[src/rtl/prio_arbiter_pkg.sv]
// ============================================================================
// prio_arbiter_pkg : shared state encodings, policy constants, clog2 helper
// Revision 1.0
// ============================================================================
`default_nettype none

package prio_arbiter_pkg;

  localparam logic [0:0] ST_IDLE  = 1'b0;
  localparam logic [0:0] ST_GRANT = 1'b1;

  localparam int PRIO_FIXED = 0;
  localparam int PRIO_RR    = 1;

  function automatic int clog2(input int value);
    int r;
    r = 0;
    while ((1 << r) < value) begin
      r = r + 1;
    end
    return r;
  endfunction

endpackage

`default_nettype wire

[src/rtl/prio_pick.sv]
// ============================================================================
// prio_pick : combinational winner search, fixed (highest index) or rotated
// Revision 1.0
// ============================================================================
`default_nettype none

module prio_pick
  import prio_arbiter_pkg::*;
#(
  parameter int N = 4,
  parameter int W = clog2(N)
) (
  input  logic [N-1:0] req,
  input  logic [W-1:0] ptr,
  input  logic         mode,
  output logic [W-1:0] idx,
  output logic         any
);

  logic [W-1:0] w_hi;
  logic [W-1:0] w_lo_all;
  logic [W-1:0] w_lo_up;
  logic         w_hit_up;

  // Descending scans leave the lowest matching index in the lo_* terms.
  always_comb begin
    w_hi     = '0;
    w_lo_all = '0;
    w_lo_up  = '0;
    w_hit_up = 1'b0;
    for (int i = 0; i < N; i++) begin
      if (req[i]) w_hi = W'(i);
    end
    for (int i = N - 1; i >= 0; i--) begin
      if (req[i]) begin
        w_lo_all = W'(i);
        if (i >= int'(ptr)) begin
          w_lo_up  = W'(i);
          w_hit_up = 1'b1;
        end
      end
    end
  end

  always_comb begin
    any = |req;
    if (!mode) begin
      idx = w_hi;
    end else begin
      idx = w_hit_up ? w_lo_up : w_lo_all;
    end
  end

endmodule

`default_nettype wire

[src/rtl/prio_arbiter.sv]
// ============================================================================
// prio_arbiter : registered N-way arbiter, fixed-priority or round-robin,
//                grant held until acknowledged
// Revision 1.0
// ============================================================================
`default_nettype none

module prio_arbiter
  import prio_arbiter_pkg::*;
#(
  parameter int N    = 4,
  parameter int MODE = PRIO_FIXED,
  parameter int W    = clog2(N)
) (
  input  logic         clk,
  input  logic         rst_n,
  input  logic [N-1:0] req,
  input  logic         ack,
  output logic [W-1:0] Y,
  output logic [N-1:0] gnt,
  output logic         V
);

  localparam logic [W-1:0] c_LAST = W'(N - 1);
  localparam logic [N-1:0] c_ONE  = N'(1);
  localparam logic         c_RR   = (MODE == PRIO_RR);

  logic [0:0]   r_state;
  logic [0:0]   w_state_nxt;
  logic [W-1:0] r_ptr;
  logic [W-1:0] w_ptr_eval;
  logic [W-1:0] r_y;
  logic [W-1:0] w_y_nxt;
  logic [N-1:0] r_gnt;
  logic [N-1:0] w_gnt_nxt;
  logic         r_v;
  logic         w_v_nxt;
  logic         w_done;
  logic [W-1:0] w_pick_idx;
  logic         w_pick_any;

  assign w_done = (r_state == ST_GRANT) && ack;

  // The pointer advances on completion, and the back-to-back pick already sees it.
  always_comb begin
    w_ptr_eval = r_ptr;
    if (c_RR && w_done) begin
      w_ptr_eval = (r_y == c_LAST) ? '0 : r_y + W'(1);
    end
  end

  prio_pick #(
    .N (N),
    .W (W)
  ) u_pick (
    .req  (req),
    .ptr  (w_ptr_eval),
    .mode (c_RR),
    .idx  (w_pick_idx),
    .any  (w_pick_any)
  );

  always_ff @(posedge clk or negedge rst_n) begin
    if (!rst_n) begin
      r_state <= ST_IDLE;
      r_ptr   <= '0;
      r_y     <= '0;
      r_gnt   <= '0;
      r_v     <= 1'b0;
    end else begin
      r_state <= w_state_nxt;
      r_ptr   <= w_ptr_eval;
      r_y     <= w_y_nxt;
      r_gnt   <= w_gnt_nxt;
      r_v     <= w_v_nxt;
    end
  end

  always_comb begin
    w_state_nxt = r_state;
    case (r_state)
      ST_IDLE:  if (w_pick_any) w_state_nxt = ST_GRANT;
      ST_GRANT: if (ack && !w_pick_any) w_state_nxt = ST_IDLE;
      default:  w_state_nxt = ST_IDLE;
    endcase
  end

  always_comb begin
    w_y_nxt   = r_y;
    w_gnt_nxt = r_gnt;
    w_v_nxt   = r_v;
    if ((r_state == ST_IDLE) || w_done) begin
      if (w_pick_any) begin
        w_y_nxt   = w_pick_idx;
        w_gnt_nxt = c_ONE << w_pick_idx;
        w_v_nxt   = 1'b1;
      end else begin
        w_gnt_nxt = '0;
        w_v_nxt   = 1'b0;
      end
    end
  end

  assign Y   = r_y;
  assign gnt = r_gnt;
  assign V   = r_v;

endmodule

`default_nettype wire

[config.mk]
export PLATFORM = sky130hd
export DESIGN_NAME = prio_arbiter
export DESIGN_NICKNAME = d
export VERILOG_FILES = /design/src/rtl/prio_arbiter_pkg.sv /design/src/rtl/prio_pick.sv /design/src/rtl/prio_arbiter.sv
export SDC_FILE = /design/constraint.sdc
export NUM_CORES = 1
export LEC_CHECK = 0
export BUFFER_PORTS_ARGS = -buffer_cell sky130_fd_sc_hd__buf_2
export CORE_AREA = 3 3 40 42
export DETAILED_ROUTE_END_ITERATION = 8
export DIE_AREA = 0 0 43 45
export PLACE_DENSITY_LB_ADDON = 0.2
export SLEW_MARGIN = 5
export SYNTH_ARGS = -nofsm -noshare
export SYNTH_HDL_FRONTEND = slang
export SYNTH_SLANG_ARGS = --single-unit
[constraint.sdc]
create_clock -name clk -period 1 [get_ports clk]
set_input_delay 0.2 -clock clk [delete_from_list [all_inputs] [get_ports clk]]
set_output_delay 0.2 -clock clk [all_outputs]
set_load 0.1 [all_outputs]
## Yosys cells after proc, flatten, opt, wreduce, memory -nomap -nowiden

Cells that the tools add are included.

- Shift-type cells: 1
- Multiplexer cells: 7
- Bitwise logic cells: 1
- Reductions and logical operators: 6

Operators with widths:

| cell | count |
|---|---|
| $mux 2 | 2 |
| $mux 4 | 1 |
| $reduce_or 4->1 | 1 |
| $shl 1x2->4 const A | 1 |
| $mux 1 | 3 |
| $logic_and 1x1->1 | 2 |
| $pmux 1 s2 | 1 |
| $reduce_and 2->1 | 1 |
| $logic_not 1->1 | 1 |
| $logic_or 1x1->1 | 1 |
| $not 1->1 | 1 |

- Flip-flop bits (word level): 8
- Bits of input ports: 7
- Output and inout bits: 7
- Word-level logic and storage cells: 19

## Logic depth before layout (Yosys ltp)

Gate-level depths: netlist of the first run.

- Depth in word-level cells: 5
- Gate-level depth with buffers: 4
- Mapped depth without buffers: 3

## By module

Synthesis of the first run repeated with hierarchy kept, for this count alone.

- Cells, all modules: 42
- Area total of the unflattened synthesis: 439.2 um2

Modules (own cells, without submodules):

| module | times used | cells each | area each (um2) | sequential area each (um2) |
|---|---|---|---|---|
| prio_arbiter | 1 | 24 | 335.3 | 200.2 |
| prio_pick | 1 | 18 | 103.8 | 0.0 |

## Least setup slack after synthesis of the first run

OpenSTA, ideal clock, no wires.

- Kind: flip-flop to flip-flop
- Start: register gnt[0] (netlist name)
- End: register r_gnt[0], in the netlist gnt[0]
- Library setup time: 0.069 ns
- Arrival: 1.150 ns
- Required time: 0.931 ns
- Slack: -0.219 ns
- Stages on the path, launching flop included: 2
- Path buffers: 0
- Clock period less this slack: 1.219 ns
- Path through: dfrtp_1 -> a22o_1

RTL lines:

| what | RTL line | RTL |
|---|---|---|
| end signal, assigned | prio_arbiter.sv:74 | `r_gnt <= w_gnt_nxt;` |
| end, declared | prio_arbiter.sv:34 | `logic [N-1:0] r_gnt;` |

## Final worst setup path of the first run

- Start: register r_y[1], in the netlist Y[1]
- End: output port Y[1]

RTL lines:

| what | RTL line | RTL |
|---|---|---|
| start, declared | prio_arbiter.sv:32 | `logic [W-1:0] r_y;` |
| start signal, assigned | prio_arbiter.sv:73 | `r_y <= w_y_nxt;` |
| end, declared | prio_arbiter.sv:19 | `output logic [W-1:0] Y,` |

No word-level cell between the ends.

==> impl_metrics.env, run 1 <==
export IMPL_hold_worst_slack_ns=0.2022
export IMPL_nets=61
export IMPL_slew_violations=0
export IMPL_hold_class="in2reg"
export IMPL_grt_pass1_vias=344
export IMPL_wl_per_cell_um=12.04
export IMPL_irDropWorstVdd_mv=0.6409
export IMPL_setup_viol=7
export IMPL_drtIter0Drc=2
export IMPL_rsz0062_at_grt="yes"
export IMPL_final_core_util=0.4888
export IMPL_crit_chain="buf_12"
export IMPL_track_usage=0.09756
export IMPL_io_buffers=13
export IMPL_cts_tree="yes"
export IMPL_syn_avg_cell_area_sq_um=10.87
export IMPL_tns_ns=-0.3418
export IMPL_tightest_slew_ns=0.2175
export IMPL_worst_ep_required_time_ns=0.80
export IMPL_cp_buffers_inverters=1
export IMPL_routed_via_density=4.544
export IMPL_critical_path_top_delay_family="flip-flops"
export IMPL_drc=0
export IMPL_grt_busiest_layer="met2"
export IMPL_arrival_ns=0.86
export IMPL_final_area_sq_um=628.1
export IMPL_use_met2=0.1617
export IMPL_p_per_area_nw_per_um2=1601
export IMPL_ant_nets=0
export IMPL_layoutNonFillerInstCount=68
export IMPL_start_util=0.2707
export IMPL_syn_num_nets=39
export IMPL_die_h_um=45
export IMPL_drv_cap=0
export IMPL_min_period_over_period=1.060
export IMPL_antennaDiodeCount=0
export IMPL_cpPeakStageDelay_ns=0.43
export IMPL_yosysSeqAreaShare=0.5755
export IMPL_finalPower_mw=1.006
export IMPL_hold_violations=0
export IMPL_worst_setup_path_start_kind="register"
export IMPL_hpwl_um=624.2
export IMPL_dieArea_sq_um=1935
export IMPL_p_leak_nw=0.2904
export IMPL_synth_warning_count=0
export IMPL_vias=309
export IMPL_cts_root_buffer="clkbuf_4"
export IMPL_clkTransAtPathRegs_ns=0.06
export IMPL_outcome="finished with violations"
export IMPL_use_met1=0.1067
export IMPL_setup_ws_ns=-0.05989
export IMPL_htreeDepth=1
export IMPL_register_area_sq_um=209.0
export IMPL_ios=14
export IMPL_num_fill_cells=124
export IMPL_cpMaxStageDelayCell="dfrtp_2"
export IMPL_fin_crit_ns=1.060
export IMPL_clock_sinks=8
export IMPL_netlist_area_sq_um=347.8
export IMPL_dp_cells=62
export IMPL_worstPathMaxFanout=2
export IMPL_use_met3=0.06375
export IMPL_pre_cts_ws_ns=-0.1558
export IMPL_grt_max_degree=10
export IMPL_core_sq_um=1285
export IMPL_cts_buffer_depth=2
export IMPL_crit_path_end_kind="output pin"
export IMPL_ys_ff_latch=8
export IMPL_violations="setup timing"
export IMPL_die_w_um=43
export IMPL_max_slew_margin=0.8547
export IMPL_antenna_found_initial=0
export IMPL_layout_common_cells="dfrtp_2, buf_12, buf_2"
export IMPL_syn_to_final_growth_pct=80.58
export IMPL_clk_latency_ns=0.26
export IMPL_place_area_sq_um=556.8
export IMPL_drive_gt1_frac=0.6226
export IMPL_gp_congestion=0.7892
export IMPL_cts_buffers_inserted=3
export IMPL_critical_path_class="reg2out"
export IMPL_synthCells=32
export IMPL_grt_pass1_wl_um=1380
export IMPL_firstDrtPassIters=4
export IMPL_wirelength_um=819
export IMPL_ys_types=16
export IMPL_num_rows=13
export IMPL_overflow=0
export IMPL_clock_skew_ns=0.01239
export IMPL_max_freq_mhz=943.5
export IMPL_multi_input_area_sq_um=152.6
-- path summary, 6_finish.rpt --
path,startpoint,endpoint,slack [ns],depth (start not counted)
max reg2reg,r_state,gnt[0],0.02,4
min,req[3],gnt[3],0.20,3
max,Y[1],Y[1],-0.06,1
min in group asynchronous,rst_n,gnt[2],0.31,2
max in group asynchronous,rst_n,gnt[0],0.49,2
min reg2reg,gnt[3],gnt[3],0.52,2
-- Yosys cell counts --
cell,number,area (sq um)
dfrtp_1,8,200.2
nand2_1,6,22.52
nor2_1,3,11.26
nand3_1,2,10.01
o21ai_1,2,10.01
a22o_1,1,8.760
and3_1,1,6.260
buf_6,1,11.26
inv_1,1,3.750
nand2b_1,1,6.260
nand2b_4,1,13.76
nor2b_1,1,6.260
o21a_1,1,7.510
o21ai_0,1,5.000
o21ai_2,1,8.760
o311ai_2,1,16.27
-- report_power, final --
| part | internal (mW) | switching [mW] |
|---|---|---|
| Sequential | 0.351 | 0.0248 |
| Clock | 0.153 | 0.114 |
| Combinational | 0.138 | 0.225 |
| Total | 0.642 | 0.364 |
-- what timing repair did --
action / CTS / global route
cloned: 0 / 0
resized for setup: 3 / 4
endpoints found under the setup margin: 13 / 13
pin swaps: 0 / 2
hold endpoints to repair: 8 / 0
hold buffers: 1 / 0
buffers inserted: 1 / 0
-- layout make-up --
| type | count | area share |
|---|---|---|
| multi-input cells | 22 | 0.2430 |
| well taps | 15 | 0.02988 |
| clock buffers | 4 | 0.04183 |
| repair buffers | 18 | 0.3466 |
| inverters | 1 | 0.005976 |
| flip-flops and latches | 8 | 0.3327 |
-- sequential cells by signal, indices dropped and copies added, names as in the netlist --
signal / count
gnt: 4
r_state: 1
V: 1
Y: 2
-- layer usage --
layer  vias to the layer above  wire (um)  part of all wire
li1                        150          -                 -
met3                         2         74             0.090
met4                         0          8            0.0098
met2                        11        433              0.53
met5                         -          0                 0
met1                       146        303              0.37
-- kinds of logic after synthesis --
kind of cell	Yosys count	synth area share
buf+inv	2	0.04315
compound gates	7	0.1619
simple gates	15	0.2194
flops	8	0.5755
Power figures use the tool's default switching activity.
==> run 2: changes to the inputs <==
==> constraint.sdc (replaced) <==
create_clock -name clk -period 0.9 [get_ports clk]
set_input_delay 0.18 -clock clk [delete_from_list [all_inputs] [get_ports clk]]
set_output_delay 0.18 -clock clk [all_outputs]
set_load 0.1 [all_outputs]
==> run 2 against run 1 <==
Compared with the run above: the run still ends with setup timing left; final cell count increased by 1.5%; final area increased by 1.2%; clock power up 15%; highest routed layer unchanged.
==> impl_metrics.env, run 2 (synthesis gave the netlist of run 1 again) <==
export IMPL_crit_path_end_kind="output pin"
export IMPL_overflow=0
export IMPL_cp_buffers_inverters=1
export IMPL_firstDrtPassIters=1
export IMPL_clk_latency_ns=0.26
export IMPL_max_slew_margin=0.8283
export IMPL_die_h_um=45
export IMPL_ant_nets=0
export IMPL_clkTransAtPathRegs_ns=0.05
export IMPL_start_util=0.2707
export IMPL_p_per_area_nw_per_um2=1786
export IMPL_nets=62
export IMPL_grt_pass1_vias=337
export IMPL_gp_congestion=0.8294
export IMPL_final_area_sq_um=635.6
export IMPL_vias=310
export IMPL_layoutNonFillerInstCount=69
export IMPL_final_core_util=0.4946
export IMPL_dieArea_sq_um=1935
export IMPL_antennaDiodeCount=0
export IMPL_routed_via_density=4.493
export IMPL_track_usage=0.1176
export IMPL_drive_gt1_frac=0.6111
export IMPL_clock_sinks=8
export IMPL_slew_violations=0
export IMPL_num_rows=13
export IMPL_htreeDepth=1
export IMPL_dp_cells=61
export IMPL_hold_violations=0
export IMPL_hold_worst_slack_ns=0.1922
export IMPL_hold_class="in2reg"
export IMPL_die_w_um=43
export IMPL_antenna_found_initial=0
export IMPL_setup_ws_ns=-0.2056
export IMPL_worst_ep_required_time_ns=0.72
export IMPL_critical_path_top_delay_family="flip-flops"
export IMPL_tns_ns=-1.118
export IMPL_p_leak_nw=0.2969
export IMPL_tightest_slew_ns=0.2567
export IMPL_cts_root_buffer="clkbuf_4"
export IMPL_outcome="finished with violations"
export IMPL_grt_max_degree=9
export IMPL_critical_path_class="reg2out"
export IMPL_fin_crit_ns=1.106
export IMPL_setup_viol=10
export IMPL_irDropWorstVdd_mv=0.8978
export IMPL_rsz0062_at_grt="yes"
export IMPL_wirelength_um=871
export IMPL_drtIter0Drc=0
export IMPL_cpPeakStageDelay_ns=0.49
export IMPL_largest_reg_flops=4
export IMPL_drv_cap=0
export IMPL_core_sq_um=1285
export IMPL_cts_buffers_inserted=3
export IMPL_pre_cts_ws_ns=-0.04795
export IMPL_syn_to_final_growth_pct=82.73
export IMPL_violations="setup timing"
export IMPL_cts_buffer_depth=2
export IMPL_grt_pass1_wl_um=1593
export IMPL_worstPathMaxFanout=2
export IMPL_drc=0
export IMPL_layout_common_cells="buf_12, nand2_1, buf_2"
export IMPL_max_freq_mhz=904.5
export IMPL_io_buffers=13
export IMPL_arrival_ns=0.93
export IMPL_min_period_over_period=1.228
export IMPL_cts_tree="yes"
export IMPL_crit_chain="buf_12"
export IMPL_final_common_cell="buf_12"
export IMPL_ios=14
export IMPL_place_area_sq_um=561.8
export IMPL_worst_setup_path_start_kind="register"
export IMPL_clock_skew_ns=0.005749
export IMPL_wl_per_cell_um=12.62
export IMPL_cpMaxStageDelayCell="dfrtp_4"
export IMPL_finalPower_mw=1.136
[run 2: final timing paths]
kind                          from      to  slack, ns  cells after the start
max                           Y[1]    Y[1]      -0.21                      1
min                         req[1]  gnt[1]       0.19                      3
max reg2reg                r_state    Y[0]      -0.03                      3
min reg2reg                 gnt[3]  gnt[3]       0.51                      2
max in group asynchronous    rst_n       V       0.41                      2
min in group asynchronous    rst_n  gnt[0]       0.29                      2
[run 2: final cells by class]
class	instances	area [sq um]
fill	120	649.4
multi-input combinational	23	158.9
inverter	1	3.754
tap	15	18.77
sequential	8	214.0
timing repair buffer	18	214.0
clock buffer	4	26.28
[run 2: routing by layer]
layer	vias up	wire (um)	track usage
met5	-	0	0
met4	0	23	0.09036
met3	2	49	0.03984
met2	10	446	0.1826
met1	144	352	0.1337
li1	154	-	-
[run 2: repair_timing]
action	CTS	global route
endpoints found under the setup margin	11	14
buffers inserted	2	0
pin swaps	2	1
cloned	1	0
endpoints found under the hold margin	8	0
hold buffers	1	0
gates resized for setup	1	2
[run 2: power breakdown]
part | internal [mW] | total, mW | switching, mW
combinational | 0.156 | 0.408 | 0.252
sequential | 0.393 | 0.421 | 0.0283
clock | 0.170 | 0.306 | 0.135
==> run 3: changes to the inputs <==
--- a/config.mk
+++ b/config.mk
@@ -10,6 +10,7 @@
 export DETAILED_ROUTE_END_ITERATION = 8
 export DIE_AREA = 0 0 43 45
 export PLACE_DENSITY_LB_ADDON = 0.2
+export REMOVE_ABC_BUFFERS = 1
 export SLEW_MARGIN = 5
 export SYNTH_ARGS = -nofsm -noshare
 export SYNTH_HDL_FRONTEND = slang
==> run 3 against run 2 <==
Compared with the run above: critical endpoint unchanged; largest cell class is now buffers; critical path type unchanged; total power down 1.0%; core utilization up 2.3 points; sequential share of layout area down 3.6 points; via count up 8.4%; combinational power up 4%; the run still ends with setup timing left.
==> impl_metrics.env, run 3 (synthesis gave the netlist of run 1 again) <==
export IMPL_clkTransAtPathRegs_ns=0.06
export IMPL_grt_pass1_vias=291
export IMPL_antenna_found_initial=0
export IMPL_syn_to_final_growth_pct=91.37
export IMPL_layout_common_cells="dfrtp_1, buf_12, buf_2"
export IMPL_arrival_ns=0.86
export IMPL_vias=336
export IMPL_worst_ep_required_time_ns=0.72
export IMPL_crit_chain="buf_12"
export IMPL_cts_root_buffer="clkbuf_4"
export IMPL_p_per_area_nw_per_um2=1688
export IMPL_p_leak_nw=0.3231
export IMPL_antennaDiodeCount=0
export IMPL_wl_per_cell_um=12.01
export IMPL_worstPathMaxFanout=2
export IMPL_violations="setup timing"
export IMPL_fin_crit_ns=1.040
export IMPL_clk_latency_ns=0.26
export IMPL_irDropWorstVdd_mv=0.8981
export IMPL_slew_violations=0
export IMPL_min_period_over_period=1.155
export IMPL_die_w_um=43
export IMPL_pre_cts_ws_ns=-0.3247
export IMPL_cts_tree="yes"
export IMPL_hold_class="in2reg"
export IMPL_outcome="finished with violations"
export IMPL_setup_ws_ns=-0.1399
export IMPL_grt_max_degree=10
export IMPL_ios=14
export IMPL_htreeDepth=1
export IMPL_drc=0
export IMPL_place_area_sq_um=555.5
export IMPL_largest_reg_flops=4
export IMPL_hold_violations=0
export IMPL_critical_path_class="reg2out"
export IMPL_tns_ns=-1.062
export IMPL_overflow=0
export IMPL_start_util=0.2707
export IMPL_drv_cap=0
export IMPL_num_fill_cells=111
export IMPL_setup_viol=10
export IMPL_grt_pass1_wl_um=1304
export IMPL_nets=66
export IMPL_num_rows=13
export IMPL_hpwl_um=549.9
export IMPL_routed_via_density=4.667
export IMPL_clock_sinks=8
export IMPL_cpMaxStageDelayCell="dfrtp_1"
export IMPL_cts_buffer_depth=2
export IMPL_clock_skew_ns=0.001933
export IMPL_crit_path_end_kind="output pin"
export IMPL_max_slew_margin=0.7976
export IMPL_final_common_cell="dfrtp_1"
export IMPL_die_h_um=45
export IMPL_tightest_slew_ns=0.3025
export IMPL_track_usage=0.09696
export IMPL_cts_buffers_inserted=3
export IMPL_firstDrtPassIters=2
export IMPL_io_buffers=13
export IMPL_dieArea_sq_um=1935
export IMPL_cp_buffers_inverters=1
export IMPL_ant_nets=0
export IMPL_wirelength_um=865
export IMPL_final_area_sq_um=665.6
export IMPL_max_freq_mhz=961.6
export IMPL_drive_gt1_frac=0.5789
export IMPL_core_sq_um=1285
export IMPL_rsz0062_at_grt="yes"
export IMPL_gp_congestion=0.7391
export IMPL_worst_setup_path_start_kind="register"
export IMPL_drtIter0Drc=3
export IMPL_cpPeakStageDelay_ns=0.42
export IMPL_critical_path_top_delay_family="flip-flops"
-- run 3: where the power goes --
group / internal, mW / total (mW) / switching (mW) / leakage (nW)
logic: 0.167 / 0.425 / 0.258 / 0.217
clock network: 0.153 / 0.286 / 0.133 / 0.0138
registers: 0.385 / 0.412 / 0.0270 / 0.0926
total: 0.706 / 1.12 / 0.418 / 0.323
-- run 3: repair_timing --
action / in CTS / in global routing
endpoints found under the hold margin: 8 / 0
hold buffers: 1 / 0
setup endpoints to repair: 14 / 14
setup buffers: 3 / 1
resized for setup: 7 / 4
gates cloned: 0 / 1
pin swaps: 4 / 3
-- run 3: area by class of cell --
type	count	area (sq um)	share of cell area
multi-input combinational	23	168.9	0.2538
tap	15	18.77	0.02820
inverter	1	3.754	0.005639
timing repair buffer	22	251.5	0.3778
sequential	8	200.2	0.3008
clock buffer	3	22.52	0.03383
-- run 3: path summary, 6_finish.rpt --
check	startpoint	end	slack, ns	cells after the start
worst max-delay path	Y[1]	Y[1]	-0.14	1
worst min-delay path	req[1]	gnt[1]	0.16	3
worst max register to register	r_state	gnt[0]	-0.08	4
worst min register to register	gnt[3]	gnt[3]	0.56	2
max in group asynchronous	rst_n	gnt[1]	0.43	2
min in group asynchronous	rst_n	gnt[3]	0.30	2
-- run 3: worst reg2reg max path: stages (launching register included) --
cell and delay, ns:
dfrtp_1 0.38, buf_6 0.12, nand2b_4 0.07, and3_4 0.15, a22o_1 0.16
-- run 3: per-layer routing --
| layer | GRT usage | part of all wire | up-vias |
|---|---|---|---|
| met2 | 0.1317 | 0.46 | 12 |
| met5 | 0 | 0 | - |
| li1 | - | - | 162 |
| met4 | 0.03614 | 0.020 | 0 |
| met1 | 0.1175 | 0.43 | 159 |
| met3 | 0.07171 | 0.094 | 3 |
-- run 3: stage by stage --
| stage | utilization | cells | hold slack (ns) | power [mW] |
|---|---|---|---|---|
| 2_1_floorplan | - | 31 | -0.1156 | 0.6353 |
| 3_3_place_gp | 0.4323 | 63 | 0.03630 | 0.8007 |
| 3_5_place_dp | 0.4323 | 63 | 0.03527 | 0.8012 |
| 4_1_cts | 0.4966 | 70 | 0.1754 | 1.118 |
| 5_1_grt | 0.5180 | 72 | 0.1783 | 1.162 |
| 6_report | 0.5180 | 72 | 0.1620 | 1.124 |
